### src/rtl/mem_access_stage.sv
// Memory-access pipeline stage. ALU results pass straight through to the
// write-back bundle in one cycle. Aligned loads and stores are captured and
// held on the data-memory port until the memory acknowledges them.
// Misaligned memory ops are rejected with a one-cycle flag.
module mem_access_stage #(
    parameter int B = 32
) (
    input  logic         clk,
    input  logic         reset,
    input  logic         in_valid,
    input  logic [B-1:0] alu_result,
    input  logic [B-1:0] write_data,
    input  logic         mem_read,
    input  logic         mem_write,
    input  logic         reg_write,
    input  logic         mem_to_reg,
    input  logic [4:0]   write_reg,
    output logic         stall,
    output logic         dmem_req,
    output logic         dmem_we,
    output logic [B-1:0] dmem_addr,
    output logic [B-1:0] dmem_wdata,
    input  logic         dmem_ack,
    input  logic [B-1:0] dmem_rdata,
    output logic         wb_valid,
    output logic         wb_reg_write,
    output logic [4:0]   wb_write_reg,
    output logic [B-1:0] wb_data,
    output logic         misaligned
);

    typedef enum logic {IDLE, WAIT} state_t;

    state_t       state;
    logic [B-1:0] addr_q;
    logic [B-1:0] wdata_q;
    logic         we_q;
    logic         rw_q;
    logic         m2r_q;
    logic [4:0]   wreg_q;

    logic is_mem;
    logic aligned;

    // Decode the incoming op: any memory op, and word alignment of its address.
    always_comb begin
        is_mem  = mem_read | mem_write;
        aligned = (alu_result[1:0] == 2'b00);
    end

    // Memory port is driven only while waiting. Because it is decoded from the
    // asynchronously reset state, reset drops the request immediately.
    always_comb begin
        stall      = (state == WAIT);
        dmem_req   = (state == WAIT);
        dmem_we    = (state == WAIT) & we_q;
        dmem_addr  = (state == WAIT) ? addr_q  : '0;
        dmem_wdata = (state == WAIT) ? wdata_q : '0;
    end

    // Stage FSM: pass-through, capture, completion and the write-back registers.
    always_ff @(posedge clk or posedge reset) begin
        if (reset) begin
            state        <= IDLE;
            addr_q       <= '0;
            wdata_q      <= '0;
            we_q         <= 1'b0;
            rw_q         <= 1'b0;
            m2r_q        <= 1'b0;
            wreg_q       <= '0;
            wb_valid     <= 1'b0;
            wb_reg_write <= 1'b0;
            wb_write_reg <= '0;
            wb_data      <= '0;
            misaligned   <= 1'b0;
        end else begin
            // Pulses default low; wb_data and wb_write_reg keep their last value.
            wb_valid     <= 1'b0;
            wb_reg_write <= 1'b0;
            misaligned   <= 1'b0;
            case (state)
                IDLE: begin
                    if (in_valid) begin
                        if (!is_mem) begin
                            wb_valid     <= 1'b1;
                            wb_data      <= alu_result;
                            wb_reg_write <= reg_write;
                            wb_write_reg <= write_reg;
                        end else if (aligned) begin
                            // A store wins when both read and write are set.
                            addr_q  <= alu_result;
                            wdata_q <= write_data;
                            we_q    <= mem_write;
                            rw_q    <= reg_write;
                            m2r_q   <= mem_to_reg;
                            wreg_q  <= write_reg;
                            state   <= WAIT;
                        end else begin
                            wb_valid   <= 1'b1;
                            misaligned <= 1'b1;
                        end
                    end
                end
                WAIT: begin
                    if (dmem_ack) begin
                        wb_valid     <= 1'b1;
                        wb_data      <= m2r_q ? dmem_rdata : addr_q;
                        wb_reg_write <= rw_q & ~we_q;
                        wb_write_reg <= wreg_q;
                        state        <= IDLE;
                    end
                end
                default: state <= IDLE;
            endcase
        end
    end

endmodule

### config.mk
export PLATFORM = sky130hd
export DESIGN_NAME = mem_access_stage
export DESIGN_NICKNAME = d
export VERILOG_FILES = /design/src/rtl/mem_access_stage.sv
export SDC_FILE = /design/constraint.sdc
export NUM_CORES = 1
export LEC_CHECK = 0
export CAP_MARGIN = 5
export CORE_AREA = 2 2 109 111
export DETAILED_ROUTE_END_ITERATION = 8
export DIE_AREA = 0 0 111 113
export GPL_TIMING_DRIVEN = 0
export PLACE_DENSITY = 0.84
export SYNTH_ARGS = -nofsm -noshare
export SYNTH_HDL_FRONTEND = slang
export SYNTH_SLANG_ARGS = --single-unit
### constraint.sdc
create_clock -name clk -period 5.75 [get_ports clk]
set_clock_uncertainty 0.05 [all_clocks]
set_input_delay 1.15 -clock clk [delete_from_list [all_inputs] [get_ports clk]]
set_output_delay 1.15 -clock clk [all_outputs]
set_load 0.02 [all_outputs]
==> results.md <==
* Drt wl/cell at slightly below 20 um
* IO Port Bufs at 215
* CTS tree: built
* Hold_sp: wdata_q[10]$_DFFE_PP0P_
* Synthesized cell area at approximately 0.0051 mm2
* CP max stage delay at ~0.65 ns
* # IOs at 216
* Clock root cell: clkbuf_16
* Worst Path Max Fanout at 10
* Max Transition Viols Final at 0
* Post-Route WL at 15.5 mm
* Clock sink total at between 100 and 150
* Post-DR vias/cell at between 5 and 6
* Nets@finish at between 700 and 800
* WHS Path Cells at 1
* Share of cells above drive strength 1 at 18.2%
* Worst-margin pin slew at approximately 0.7 ns
* Kind of critical path: flip-flop to output pin
* Chip Height at 113 um
* Hold Buf Count CTS at 0
* Max Freq at 256 MHz
* CP max stage cell: clkdlybuf4s50_1
* Die W at ~110 um
* Final setup viols at 0
* Tmin final at roughly 3.9 ns
* Post-DP HPWL at about 11 mm
* Util after Layout at just over 70%
* Fin area at 0.00814 mm2
* Initial antenna violation count at 0
* Core box area at between 0.01 and 0.015 mm2
* Reg area at 0.00283 mm2
* Status: complete, no violations
* Ys Warns at 0
* Biggest regs: addr_q (32), wb_data (32), wdata_q (32)
* CP Capture Type: output pin
* Total leakage power at 3.47 nW
* Post-route DRC at 0
* Max cap viols at 0
* Most used cell, CP: clkbuf_1
* Most common cell after layout, fill and taps aside: clkdlybuf4s50_1
* Mapped Nets at 516
* Antenna cells at 0
* Area Overhead vs Synth at 58.9%
* Largest family of logic cells by synthesized area: multiplexers
* Fin Hold WS at ~0.45 ns
* Placed Area at roughly 0.0075 mm2
* Total power at roughly 0.0031 W
* VDD IR-drop max at 0.000228 V
* Reg2reg end: wb_data[20]$_DFFE_PP0P_
* Synthesized instance count at 407
* Clk_lat worst skew at 0.41 ns
* Grt met2 use at between 40% and 50%
* Vias in the first global route at 4694
* Worst Hold End: wdata_q[10]$_DFFE_PP0P_
* RSZ-0062 raised after global routing: false
* Die area at 0.0125 mm2
* Worst EP required at around 4.6 ns
* Area taken by multi-input logic gates at 0.00215 mm2
* Final RePlAce weighted congestion at roughly 0.85
* Worst Hold Class: flip-flop to flip-flop
* Reg2reg setup slack at 3.50 ns
* Most frequent cells in the layout: clkdlybuf4s50_1, dfrtp_1, mux2_2
* Final ANT Viol Nets at 0
* Mux share of post-synthesis cell area at 21.6%
* Number of fill cells in the layout at 753
* RR Startpoint: dmem_req$_DFF_PP0_
* Global Route Usage Sum at roughly 25%
* Pre-Repair DR Iteration Count at 4
* Number of cells in the finished layout apart from fillers at ~800
* Post-synthesis simple-gate area fraction at 12.0%
* Sequential area share after synthesis at between 50% and 60%
* Starting density of the core at a little under half
* Worst-path clk slew at 0.05 ns
* First-pass GRT wire length at 24.7 mm
* Busiest layer in global routing: met2
* Seq cells post-synth at ~110
* Complex-gate fraction of the synthesized area at 8.30%
* Reg2Reg Depth at 5
* Max-slew headroom at between 50% and 60%
* Distinct cells, synth at 22
* Pwr/cell area at approximately 380 mW/mm2
* Mean Syn Cell Area at approximately 13 um2
* Post-CTS Setup Bufs at 0
* Vias at about 4300
* Crit path DAT at roughly 2.7 ns
* XOR/XNOR Fraction of Synth Area at 0%
* Clk buf depth at 2
* Final hold vios at 0
* Cell Count Post-Placement at approximately 770
* Synth Area in Adders at 0%
* Critical path launch point type: flip-flop
* Largest net degree at the start of global routing at 63
* CTS buffer count at 17
* Total congestion overflow at 0
* Post-CTS Resized at 0
* CTS H-tree lvls at 4
* Core Rows at 39
* Period utilisation layout at about two thirds
* M1 GR Usage at between 20% and 30%
* Initial drt markers at 226
* Crit path cell chain: buf_2 > clkbuf_1 > clkbuf_1 > and2_1 > clkdlybuf4s50_1
* GRT met3 Usage at a little over a tenth
cell type report:
class / count / area share, %
timing repair buffer: 216 / 26.8
inverter: 4 / 0.215
multi-input combinational: 260 / 26.4
buffer: 30 / 1.63
tap: 143 / 2.20
sequential: 113 / 34.7
clock buffer: 22 / 5.83
clock inverter: 10 / 2.21
power breakdown:
group / internal (W) / leakage (nW) / switching [W]
Combinational: 0.000464 / 1.78 / 0.000379
Sequential: 0.000996 / 1.37 / 0.000120
Clock: 0.000801 / 0.316 / 0.000358
Total: 0.00226 / 3.47 / 0.000858
stage by stage:
step	setup WS, ns	setup TNS (ns)
6_report	1.85	0
3_3_place_gp	-0.0746	-7.72
2_1_floorplan	1.56	0
3_5_place_dp	2.26	0
5_1_grt	1.74	0
4_1_cts	1.82	0
cells in the mapped netlist:
| cell | instances | area share [%] |
|---|---|---|
| nand2_1 | 3 | 0.22 |
| buf_4 | 1 | 0.15 |
| o2111ai_2 | 1 | 0.29 |
| nor2_1 | 38 | 2.8 |
| nor4b_4 | 1 | 0.46 |
| clkbuf_1 | 15 | 1.1 |
| nand2b_1 | 1 | 0.12 |
| a21oi_1 | 2 | 0.20 |
| mux2i_1 | 32 | 6.3 |
| and2_1 | 67 | 8.2 |
| a211oi_1 | 3 | 0.44 |
| o21ai_0 | 2 | 0.20 |
| buf_2 | 13 | 1.3 |
| buf_1 | 1 | 0.073 |
| inv_1 | 4 | 0.29 |
| a21oi_2 | 1 | 0.17 |
| o211ai_1 | 1 | 0.15 |
| or4b_1 | 1 | 0.20 |
| o22ai_1 | 5 | 0.61 |
| mux2_2 | 70 | 15 |
| dfrtp_1 | 113 | 55 |
| a221o_1 | 32 | 6.3 |
worst max-delay path by stage:
stage | from | endpoint | slack (ns) | cells after the start
floorplan | reset | addr_q[0]$_DFFE_PP0P_ | 1.56 | 1
global placement | reset | wdata_q[20]$_DFFE_PP0P_ | -0.07 | 2
detailed placement | dmem_req$_DFF_PP0_ | dmem_we | 2.26 | 5
CTS | dmem_req$_DFF_PP0_ | dmem_we | 1.82 | 5
global route | dmem_req$_DFF_PP0_ | dmem_we | 1.74 | 5
finish | dmem_req$_DFF_PP0_ | dmem_we | 1.85 | 5
layer usage:
metal	up-vias	part of all wire, %
li1	1914	-
met1	2146	39
met2	185	50
met3	29	9.1
met4	0	2.3
met5	-	0
worst max-delay path: cells and delay by family, from the launching register on:
kind | cells | cell delay (ns)
DFF | 1 | 0.37
and+or+nand+nor | 1 | 0.19
buffers and inverters | 4 | 1.73
logic make-up (layout without fill, tap and decap cells):
family,Yosys count,in the layout
flip-flops,113,113
multiplexers,102,102
AO/OA/AOI/OAI,47,47
buffers and inverters,34,282
AND/OR/NAND/NOR,111,111
Power figures use the tool's default switching activity.
